`config.mk`:
```
export PLATFORM = sky130hd
export DESIGN_NAME = btn_debounce
export DESIGN_NICKNAME = d
export VERILOG_FILES = /design/src/rtl/btn_debounce.sv
export SDC_FILE = /design/constraint.sdc
export NUM_CORES = 1
export LEC_CHECK = 0
export BUFFER_PORTS_ARGS = -buffer_cell sky130_fd_sc_hd__buf_2
export CORE_MARGIN = 2
export CORE_UTILIZATION = 45
export DETAILED_ROUTE_END_ITERATION = 10
export HOLD_SLACK_MARGIN = 0.1
export MAX_ROUTING_LAYER = met4
export PLACE_DENSITY = 0.61
export REMOVE_ABC_BUFFERS = 1
export SLEW_MARGIN = 25
export SYNTH_ARGS = -nofsm -noshare
export SYNTH_HDL_FRONTEND = slang
export SYNTH_SLANG_ARGS = --single-unit
```
`constraint.sdc`:
```
create_clock -name clock -period 2.6 [get_ports clock]
set_input_delay 0.13 -clock clock [delete_from_list [all_inputs] [get_ports clock]]
set_output_delay 0.13 -clock clock [all_outputs]
set_load 0.01 [all_outputs]
```
`src/rtl/btn_debounce.sv`:
```
// -----------------------------------------------------------------------------
// btn_debounce
//
// Debounces N_BTN independent mechanical push buttons. Each raw input goes
// through a two-flop synchronizer. A small per-channel FSM accepts a new level
// only after the synchronized input has been stable long enough. The FSM
// tracks a stable level (IDLE / HIGH) and a candidate level (WAIT_HIGH /
// WAIT_LOW). A per-channel counter measures how long the candidate level has
// been seen.
//
// Ports
//   clock      in   1      rising-edge clock for all state
//   i_reset    in   1      synchronous, active-low reset
//   i_btn      in   N_BTN  raw asynchronous button levels, 1 = pressed
//   o_level    out  N_BTN  debounced, registered button level
//   o_press    out  N_BTN  one-cycle pulse on each accepted 0->1 change
//   o_release  out  N_BTN  one-cycle pulse on each accepted 1->0 change
//
// Parameters
//   N_BTN      number of independent channels
//   DB_CYCLES  stability window in clock cycles (2 .. 2**24)
// -----------------------------------------------------------------------------
module btn_debounce #(
   parameter int N_BTN     = 4,
   parameter int DB_CYCLES = 1000000
) (
   input  logic             clock,
   input  logic             i_reset,
   input  logic [N_BTN-1:0] i_btn,
   output logic [N_BTN-1:0] o_level,
   output logic [N_BTN-1:0] o_press,
   output logic [N_BTN-1:0] o_release
);

   // Counter only has to reach DB_CYCLES-1, so clog2(DB_CYCLES) bits suffice.
   localparam int            CW      = (DB_CYCLES > 1) ? $clog2(DB_CYCLES) : 1;
   localparam logic [CW-1:0] CNT_MAX = CW'(DB_CYCLES - 1);

   typedef enum logic [1:0] {
      IDLE      = 2'd0,
      WAIT_HIGH = 2'd1,
      HIGH      = 2'd2,
      WAIT_LOW  = 2'd3
   } state_t;

   logic [N_BTN-1:0] meta;
   logic [N_BTN-1:0] sync;

   // Two-flop synchronizer; only the second stage feeds the channel FSMs.
   always_ff @(posedge clock) begin
      if (!i_reset) begin
         meta <= '0;
         sync <= '0;
      end else begin
         meta <= i_btn;
         sync <= meta;
      end
   end

   for (genvar n = 0; n < N_BTN; n++) begin : g_ch
      state_t        state;
      state_t        state_nxt;
      logic [CW-1:0] cnt;
      logic [CW-1:0] cnt_nxt;
      logic          press_nxt;
      logic          release_nxt;
      logic          level_nxt;
      logic          level;
      logic          press;
      logic          rel;

      // Next-state, counter and pulse decode for this channel.
      always_comb begin
         state_nxt   = state;
         cnt_nxt     = '0;
         press_nxt   = 1'b0;
         release_nxt = 1'b0;
         case (state)
            IDLE: begin
               if (sync[n]) begin
                  state_nxt = WAIT_HIGH;
               end else begin
                  state_nxt = IDLE;
               end
            end
            WAIT_HIGH: begin
               if (!sync[n]) begin
                  state_nxt = IDLE;            // bounce: abandon, no pulse
               end else if (cnt == CNT_MAX) begin
                  state_nxt = HIGH;
                  press_nxt = 1'b1;
               end else begin
                  state_nxt = WAIT_HIGH;
                  cnt_nxt   = cnt + 1'b1;
               end
            end
            HIGH: begin
               if (!sync[n]) begin
                  state_nxt = WAIT_LOW;
               end else begin
                  state_nxt = HIGH;
               end
            end
            WAIT_LOW: begin
               if (sync[n]) begin
                  state_nxt = HIGH;            // bounce: abandon, no pulse
               end else if (cnt == CNT_MAX) begin
                  state_nxt   = IDLE;
                  release_nxt = 1'b1;
               end else begin
                  state_nxt = WAIT_LOW;
                  cnt_nxt   = cnt + 1'b1;
               end
            end
            default: begin
               state_nxt = IDLE;
            end
         endcase
         // The level is decoded from the next state so it rises together
         // with the press pulse on the accepting edge.
         level_nxt = (state_nxt == HIGH) || (state_nxt == WAIT_LOW);
      end

      // State, counter and registered outputs for this channel.
      always_ff @(posedge clock) begin
         if (!i_reset) begin
            state <= IDLE;
            cnt   <= '0;
            level <= 1'b0;
            press <= 1'b0;
            rel   <= 1'b0;
         end else begin
            state <= state_nxt;
            cnt   <= cnt_nxt;
            level <= level_nxt;
            press <= press_nxt;
            rel   <= release_nxt;
         end
      end

      assign o_level[n]   = level;
      assign o_press[n]   = press;
      assign o_release[n] = rel;
   end

endmodule
```
Word-level counts from Yosys, hierarchy flattened
Index checks and enable logic that the tools add are counted.

$add $sub $neg: 4. Equality and inequality tests: 24. Reductions and logical operators: 16. Bitwise operators: 5. Mux-type cells: 48.

Operators with widths (count): two-way mux 20 bit (12); case mux 20 bit (2 select lines) (4); adder 20 x 1 -> 20 bit, second input constant (4); == test 20 bit, second input constant (4); == test 2 bit, second input constant (16); two-way mux 2 bit (16); case mux 2 bit (4 select lines) (4); two-way mux 1 bit (12); AND reduction 3 bit (4); OR reduction 3 bit (4); == test 2 x 1 -> 1 bit, second input constant (4); logical NOT 2 bit (4); NOT 1 bit (5); logical OR 1 bit (4).

Word-level logic and storage cells: 119. Output and inout bits: 12. Bits in registers: 108.

Logic depth before layout (Yosys ltp)
Gate-level depths: netlist of run 1.

Depth after elaboration: 6. Depth in mapped cells: 7. Depth with buffers taken out: 5.

Worst setup path before layout of run 1
OpenSTA, ideal clock, no wires.

Kind: register to register. From: register g_ch[3].cnt[0]. To: register g_ch[3].cnt[18]. Setup slack: 0.755 ns. Arrival: 1.775 ns. Required time: 2.529 ns. Stages on the path, launching flop included: 6. Period minus slack after synthesis: 1.845 ns. Cell sequence: dfxtp_1 > ha_1 > nand4_1 > or4_1 > or3_1 > a21oi_1.

Cells in the longest elaborated chain, start to end: 4. Elaborated cells between the ends (all ways): 6.

Ends and longest elaborated chain: start, declared (line 63) `logic [CW-1:0] cnt;`; start signal, assigned (line 134) `cnt <= cnt_nxt;`; adder 20 x 1 -> 20 bit / == test 20 bit (equally long branches); two-way mux 20 bit (*) (line 89, 107); two-way mux 20 bit, on equally long branches (line 105, 87); case mux 20 bit (2 select lines) (*) (line 78) `case (state)`.

Mark *: on every way between the ends. The rest lies on a longest branch, timed or not. A chain may end at the register's enable or synchronous reset.

Worst setup path after layout of run 1
From: register g_ch[2].cnt[7]. To: register g_ch[2].cnt[3].

Cells in the longest elaborated chain, start to end: 4. Elaborated cells between the ends (all ways): 5.

Ends and longest elaborated chain (line): start, declared (63); start signal, assigned (134); == test 20 bit (*) (89, 107); two-way mux 20 bit (*) (89, 107); two-way mux 20 bit, on equally long branches (105, 87); case mux 20 bit (2 select lines) (*) (78).

Marked as above.

==> flow_summary.json, run 1 <==
{
  "worstHoldPathType": "primary input to flop",
  "synth.area.top_cells": "dfxtp_1 47%, xnor2_1 6.7%, nor2_1 5.8%, xor2_1 3.2%, a21oi_1 2.8%",
  "cp_max_fo": 13,
  "cp.arrival_ps": 2360,
  "die_area_um2": 11100,
  "worst-path-stages": 5,
  "max-vdd-ir-drop_mv": 0.386,
  "status": "finished, final reports clean",
  "seq_area_frac_synth_pct": 47.0,
  "grt_overflow": 0,
  "vias_per_cell": 5.19,
  "async_reset_ff_share_pct": 0,
  "power.density_nw_per_um2": 566,
  "cts_tree": "built",
  "nNetsFinal": 536,
  "clk-insertion-delay-late_ps": 370,
  "cts.clk_slew.worst_paths_ps": 100,
  "path_buf_inv": 1,
  "postSynthAreaPerCell_um2": 8.88,
  "initial_core_util_pct": 46.7,
  "rows": 36,
  "num_antenna_cells": 0,
  "rsz0062_at_grt": "false",
  "synthTopCellsByCount": "108 x dfxtp_1, 71 x nor2_1, 35 x xnor2_1",
  "crit_chain": "or4b_2, nor4_2, a211o_1, buf_4, nor2_1",
  "finalCriticalPeriod_ps": 2080,
  "grt_pass1_vias": 3213,
  "totalPowerFinal_uw": 2820,
  "cp-start-kind": "flop",
  "synth_top_flop_cell": "dfxtp_1",
  "routed_wl_um": 8100,
  "cts_setup_buffers": 0,
  "fin_tns_setup_ps": 0,
  "drt_iter0_drc": 137,
  "postCtsHoldBufs": 4,
  "maxSlewViolCount": 0,
  "setup_viol": 0,
  "clockRootBuffer": "clkbuf_8",
  "min_path_cells": 3,
  "cp_slowest_stage_delay_ps": 690,
  "syn_to_final_growth_pct": 8.21,
  "numCtsBuffers": 9,
  "port-buffer-count": 17,
  "clk_path_buf_depth": 2,
  "place_congestion": 0.777,
  "ys_ff_latch": 108,
  "endpoint_kind": "flop",
  "drc": 0,
  "rr_worst_depth": 5,
  "vias": 3447,
  "die_h_um": 105,
  "clock-sinks": 108,
  "post_cts_resized": 0,
  "grt_usage_pct": 16.4,
  "drt_pass1_iterations": 4,
  "drv_cap": 0,
  "die_w_um": 105,
  "routedWlPerCell_um": 12.2,
  "core_um2": 9860,
  "tightest_slew_ps": 657,
  "io_pins": 18,
  "antenna_found_initial": 0,
  "relSlewSlack_pct": 55.8,
  "synth_area_um2": 4600,
  "critPathRequiredTime_ps": 2870,
  "hpwl_um": 5660,
  "grt_max_degree": 24,
  "cp_top_family": "simple AND/OR/NAND/NOR gates",
  "yosys.area.top_type_share_pct": 47.0,
  "fin_util_pct": 50.5,
  "synthCells": 518,
  "fmax_mhz": 480,
  "crit_type": "flop to flop",
  "finalHoldViolCount": 0,
  "grt_pass1_wl_um": 14500,
  "h-tree-depth": 3,
  "yosysMostFrequentCell": "dfxtp_1",
  "clock_skew_ps": 9.25,
  "drive_gt1_share_pct": 8.85,
  "p_leak_uw": 0.00154,
  "synth-edff-count": 0,
  "critPathSlowestCell": "or4b_2",
  "yosys.area.top_type": "dfxtp_1",
  "ant_nets": 0,
  "finalCritPeriodShare_pct": 80.1,
  "ys_types": 42,
  "yosys_warnings": 0
}
==> worst register-to-register path, cell delays in order (launching register included) <==
cell and delay (ps):
dfxtp_1 350, or4b_2 690, nor4_2 470, a211o_1 210
buf_4 190, nor2_1 70
==> power breakdown <==
group | internal [µW] | switching, µW | total [µW] | leakage (µW)
clock | 569 | 558 | 1130 | 0.000113
combinational | 12.4 | 12.7 | 25.1 | 0.000553
sequential | 1660 | 4.08 | 1660 | 0.000871
total | 2240 | 575 | 2820 | 0.00154
==> layout make-up <==
type                            count  area, µm²
Timing Repair Buffer               25        155
Fill cell                         937       4880
Clock inverter                      6       86.3
Sequential cell                   108       2160
Tap cell                          133        166
Inverter                           22       82.6
Multi-Input combinational cell    360       2190
Clock buffer                       10        138
==> state kept, by name, indices dropped and copies added, names as in the netlist <==
name and count:
g_ch.rel 4, g_ch.state 8, g_ch.press 4, sync 4, g_ch.cnt 80, g_ch.level 4, meta 4
==> layout by cell type, fill, tap and decap left out, types with 2 or more instances in the layout <==
cell	n
dfxtp_1	108
nor2_1	71
xnor2_1	35
nand2_1	26
a21oi_1	26
nand3_1	25
inv_1	22
nand4_1	20
o21ai_0	20
or3_1	17
xor2_1	17
buf_2	17
nor4_1	14
or4_1	12
and2_1	10
clkbuf_8	10
nor3_1	9
and3_1	9
and4_1	6
nor2b_1	6
o31ai_1	5
ha_1	4
dlygate4sd3_1	4
buf_4	4
a211o_1	3
and4b_1	3
or4bb_1	2
mux2i_1	2
a31o_2	2
nand3b_1	2
nor4bb_1	2
or2_2	2
clkinv_2	2
bufinv_16	2
==> cells by family after synthesis <==
logic type	Yosys count	share of synthesized area [%]
AO/OA/AOI/OAI	58	7.12
XOR/XNOR	52	9.90
adder cells (fa/ha/maj)	4	1.09
buffers and inverters	50	5.44
flip-flops	108	47.0
multiplexers	2	0.435
AND/OR/NAND/NOR	244	29.0
==> metrics by stage <==
step	cells	hold slack, ps	setup slack [ps]	instance area (µm²)
4_1_cts	664	105	488	4980
6_report	664	124	518	4980
5_1_grt	664	133	262	4980
3_5_place_dp	644	350	498	4720
2_1_floorplan	490	244	586	4430
3_3_place_gp	644	341	582	4720
==> routing by layer <==
layer / global-route usage [%] / up-vias / wire length, µm
li1: - / 1813 / -
met1: 20.3 / 1574 / 4030
met4: 4.76 / 0 / 100
met2: 25.7 / 46 / 3680
met3: 4.93 / 14 / 290
met5: - / - / 0
==> worst paths after layout <==
check / start / end / slack, ps
worst max-delay path: g_ch[2].cnt[7] / g_ch[2].cnt[3] / 520
worst min-delay path: i_reset / g_ch[3].state[0] / 120
worst max register to register: g_ch[2].cnt[7] / g_ch[2].cnt[3] / 520
worst min register to register: meta[3] / sync[3] / 440
(Power assumes the default switching activity.)
==> run 2, diff against run 1 <==
PLACE_DENSITY = 0.63   (was 0.61)
clock period = 1.9 ns   (was 2.6 ns; I/O delays follow)
==> flow_summary.json, run 2 (synthesized netlist as in run 1, its figures left out) <==
{
  "cp-start-kind": "flop",
  "worstHoldPathType": "flop to flop",
  "dp_slack_ps": -16.1,
  "r2r_end": "g_ch[0].cnt[19]",
  "cp_max_fo": 6,
  "cp.arrival_ps": 2100,
  "syn_to_final_growth_pct": 14.8,
  "drive_gt1_share_pct": 16.3,
  "finalHoldViolCount": 0,
  "critPathSlowestCell": "or4_4",
  "fin_util_pct": 53.6,
  "layout_commonest_cell": "dfxtp_1",
  "vias_per_cell": 5.12,
  "ant_nets": 0,
  "grt_pass1_vias": 3412,
  "r2r_slack_ps": 100,
  "reg.largest.list": "g_ch.cnt x80, g_ch.state x8",
  "die_w_um": 105,
  "port-buffer-count": 17,
  "h-tree-depth": 3,
  "drt_pass1_iterations": 5,
  "path_common_cell": "or4_4",
  "grt_pass1_wl_um": 14700,
  "io_pins": 18,
  "die_h_um": 105,
  "cts.clk_slew.worst_paths_ps": 90,
  "die_area_um2": 11100,
  "grt_overflow": 0,
  "vias": 3571,
  "cts_tree": "built",
  "clock_skew_ps": 8.65,
  "drv_cap": 0,
  "min_from": "g_ch[0].cnt[0]",
  "status": "finished, final reports clean",
  "drt_iter0_drc": 90,
  "finalCriticalPeriod_ps": 1800,
  "nNetsFinal": 570,
  "maxSlewViolCount": 0,
  "core_um2": 9860,
  "drc": 0,
  "largest_register_ffs": 80,
  "cp_slowest_stage_delay_ps": 580,
  "regMostFlops": "g_ch.cnt",
  "grt_max_degree": 24,
  "relSlewSlack_pct": 72.9,
  "finalCritPeriodShare_pct": 94.7,
  "tightest_slew_ps": 404,
  "critPathRequiredTime_ps": 2200,
  "p_leak_uw": 0.00170,
  "max-vdd-ir-drop_mv": 0.439,
  "setup_viol": 0,
  "power.density_nw_per_um2": 678,
  "clk_path_buf_depth": 2,
  "crit_type": "flop to flop",
  "routedWlPerCell_um": 12.0,
  "place_congestion": 0.814,
  "initial_core_util_pct": 46.7,
  "holdWs_ps": 424,
  "routed_wl_um": 8400,
  "r2r-start": "g_ch[0].cnt[11]",
  "min_path_cells": 1,
  "rows": 36,
  "crit_chain": "nand3_1, or4_4, or4_4, a21oi_2",
  "clockRootBuffer": "clkbuf_8",
  "antenna_found_initial": 0,
  "fmax_mhz": 556,
  "clock-sinks": 108,
  "endpoint_kind": "flop",
  "hpwl_um": 5990,
  "clk-insertion-delay-late_ps": 360,
  "grt_usage_pct": 16.3,
  "whs_endpoint": "g_ch[0].cnt[0]",
  "rr_worst_depth": 4,
  "fin_tns_setup_ps": 0,
  "num_antenna_cells": 0,
  "final_cell_mix": "107 x dfxtp_1, 71 x nor2_1, 35 x xnor2_1, 35 x buf_4",
  "fin_ws_ps": 101,
  "numCtsBuffers": 9
}
run 2: cell types whose count changed in the layout (fill, tap and decap cells not counted), moves of 3 or more:
cell / previous run / this run
or4_4: 1 / 5
buf_4: 4 / 35
or4_1: 12 / 8
nor4_1: 14 / 11
run 2: area by class of cell:
cell class	instances	area, µm²
Inverter	22	82.6
Timing Repair Buffer	59	438
Clock inverter	5	37.5
Tap cell	133	166
Multi-Input combinational cell	360	2260
Sequential cell	108	2160
Fill cell	925	4580
Clock buffer	11	141
run 2: how the worst max path moves through the flow:
stage / from / endpoint / slack (ps) / depth (start not counted)
after floorplan: g_ch[2].cnt[7] / g_ch[2].cnt[10] / -110 / 4
after global placement: g_ch[0].cnt[19] / g_ch[0].level / -9 / 4
after global routing: g_ch[1].cnt[0] / g_ch[1].cnt[18] / -9 / 5
after CTS: g_ch[2].cnt[7] / g_ch[2].press / 3 / 5
final: g_ch[0].cnt[11] / g_ch[0].cnt[19] / 100 / 4
after detailed placement: g_ch[0].cnt[19] / g_ch[0].level / -20 / 4
run 2: what timing repair did:
item	in CTS	in global routing
buffers inserted	0	0
hold buffers	5	0
pin swaps	0	1
resized for setup	2	13
setup endpoints to repair	3	49
endpoints found under the hold margin	5	0
run 2: power by group:
group / internal (µW) / switching [µW] / leakage [µW]
registers: 2270 / 6.21 / 0.000872
logic: 18.7 / 17.0 / 0.000739
clock network: 516 / 756 / 0.0000855
run 2: critical path: cells and delay by family, from the launching register on:
family	cells	cell delay, ps
simple gates	3	1170
flops	1	450
compound gates	1	130
run 2: per-stage QoR:
step | cell area [µm²] | cells | total power (µW)
2_1_floorplan | 4430 | 490 | 2340
3_3_place_gp | 4990 | 677 | 2360
3_5_place_dp | 4990 | 677 | 2360
4_1_cts | 5230 | 698 | 3640
5_1_grt | 5290 | 698 | 3720
6_report | 5290 | 698 | 3590
run 2: metal layers:
layer  up-vias  wire (µm)  global-route usage, %
met5         -          0                      -
met4         0         91                   5.24
met3         7        185                   3.81
met2        32       3900                   26.3
met1      1655       4230                   20.3
li1       1877          -                      -
==> run 3, diff against run 2 <==
PLACE_DENSITY = 0.7   (was 0.63)
==> flow_summary.json, run 3 (synthesized netlist as in run 1, its figures left out) <==
{
  "status": "finished, final reports clean",
  "initial_core_util_pct": 46.7,
  "drc": 0,
  "cp_slowest_stage_delay_ps": 510,
  "holdWs_ps": 439,
  "grt_max_degree": 24,
  "maxSlewViolCount": 0,
  "final_cell_mix": "106 x dfxtp_1, 71 x nor2_1, 35 x xnor2_1, 35 x buf_4",
  "dp.cells": 677,
  "critPathRequiredTime_ps": 2200,
  "crit_start": "g_ch[1].cnt[11]",
  "path_common_cell": "and3_1",
  "place_congestion": 0.829,
  "drt_pass1_iterations": 7,
  "relSlewSlack_pct": 71.9,
  "nNetsFinal": 570,
  "design_area_um2": 5310,
  "cp.arrival_ps": 2120,
  "hpwl_um": 6070,
  "crit_chain": "or4_1, nor4_1, buf_4, and3_1, and3_1",
  "cp-start-kind": "flop",
  "reg.largest.list": "g_ch.cnt x80, g_ch.state x8",
  "min_path_cells": 1,
  "num_antenna_cells": 0,
  "worstHoldPathType": "flop to flop",
  "clockRootBuffer": "clkbuf_8",
  "fmax_mhz": 551,
  "vias_per_cell": 5.23,
  "max-vdd-ir-drop_mv": 0.316,
  "vias": 3652,
  "fin_tns_setup_ps": 0,
  "rr_worst_depth": 5,
  "finalCritPeriodShare_pct": 95.6,
  "tightest_slew_ps": 417,
  "clk-insertion-delay-late_ps": 360,
  "clock_skew_ps": 13.3,
  "r2r_slack_ps": 80,
  "power.density_nw_per_um2": 732,
  "setup_viol": 0,
  "routed_wl_um": 8520,
  "regMostFlops": "g_ch.cnt",
  "die_w_um": 105,
  "worstSetupEndpoint": "g_ch[1].rel",
  "io_pins": 18,
  "stdcell_count": 698,
  "fillers": 907,
  "finalCriticalPeriod_ps": 1820,
  "clk_path_buf_depth": 2,
  "core_um2": 9860,
  "antenna_found_initial": 0,
  "clock-sinks": 108,
  "cts_setup_buffers": 0,
  "h-tree-depth": 3,
  "cts.clk_slew.worst_paths_ps": 100,
  "drt_iter0_drc": 135,
  "finalHoldViolCount": 0,
  "cts_tree": "built",
  "die_area_um2": 11100,
  "grt_usage_pct": 16.6,
  "port-buffer-count": 17,
  "largest_register_ffs": 80,
  "grt_overflow": 0,
  "drv_cap": 0,
  "r2r-start": "g_ch[1].cnt[11]",
  "die_h_um": 105,
  "syn_to_final_growth_pct": 15.3,
  "crit_type": "flop to flop",
  "grt_pass1_vias": 3519,
  "endpoint_kind": "flop",
  "rows": 36,
  "cp_max_fo": 6,
  "rsz0062_at_grt": "true",
  "layout_commonest_cell": "dfxtp_1",
  "critPathSlowestCell": "or4_1",
  "drive_gt1_share_pct": 15.4,
  "placed_area_um2": 4990,
  "routedWlPerCell_um": 12.2,
  "ant_nets": 0,
  "p_leak_uw": 0.00172,
  "fin_util_pct": 53.8,
  "grt_pass1_wl_um": 14900,
  "r2r_end": "g_ch[1].rel",
  "numCtsBuffers": 9
}
[run 3: changes by cell type in the layout (fill, tap and decap cells not counted), sizes merged]
cell and delta:
clkbuf -1, clkinvlp -1, clkinv -1, inv +1
bufinv +2
[run 3: metrics by stage]
| step | total power, µW | setup slack [ps] |
|---|---|---|
| after global placement | 2360 | 74.8 |
| after CTS | 3920 | 2.46 |
| final | 3880 | 84.2 |
| after global routing | 4030 | -20.9 |
| after detailed placement | 2360 | 13.8 |
| after floorplan | 2340 | -114 |
[run 3: power breakdown]
group	internal (µW)	switching (µW)
clock	792	776
combinational	18.9	17.6
sequential	2270	5.66
total	3080	799
[run 3: cell type report]
| type | instances | area, µm² | share of cell area, % |
|---|---|---|---|
| multi-input combinational | 360 | 2220 | 41.8 |
| sequential | 108 | 2160 | 40.8 |
| timing repair buffer | 59 | 438 | 8.25 |
| tap | 133 | 166 | 3.14 |
| clock buffer | 10 | 138 | 2.59 |
| clock inverter | 6 | 96.3 | 1.82 |
| inverter | 22 | 82.6 | 1.56 |
[run 3: worst min-delay path by stage]
stage	from	endpoint	slack, ps
final	meta[3]	sync[3]	440
after floorplan	i_reset	g_ch[3].state[0]	210
after CTS	meta[3]	sync[3]	440
after global routing	meta[0]	sync[0]	470
after detailed placement	i_btn[2]	meta[2]	330
after global placement	i_btn[2]	meta[2]	310
[run 3: per-layer routing]
layer / vias to the layer above / share of wire (%) / GRT usage [%]
li1: 1875 / - / -
met2: 53 / 49 / 28.0
met4: 0 / 1.9 / 6.86
met5: - / 0 / -
met3: 14 / 2.7 / 2.87
met1: 1710 / 47 / 19.5
[run 3: critical path, delay by kind of cell (launching register included)]
kind	cells	cell delay, ps
flops	1	380
buf+inv	1	190
simple gates	4	1180
[run 3: repair_timing]
action,CTS,global route
gates cloned,0,0
hold buffers,5,0
setup endpoints to repair,4,50
pin swaps,0,2
gates resized for setup,3,5
endpoints found under the hold margin,5,0
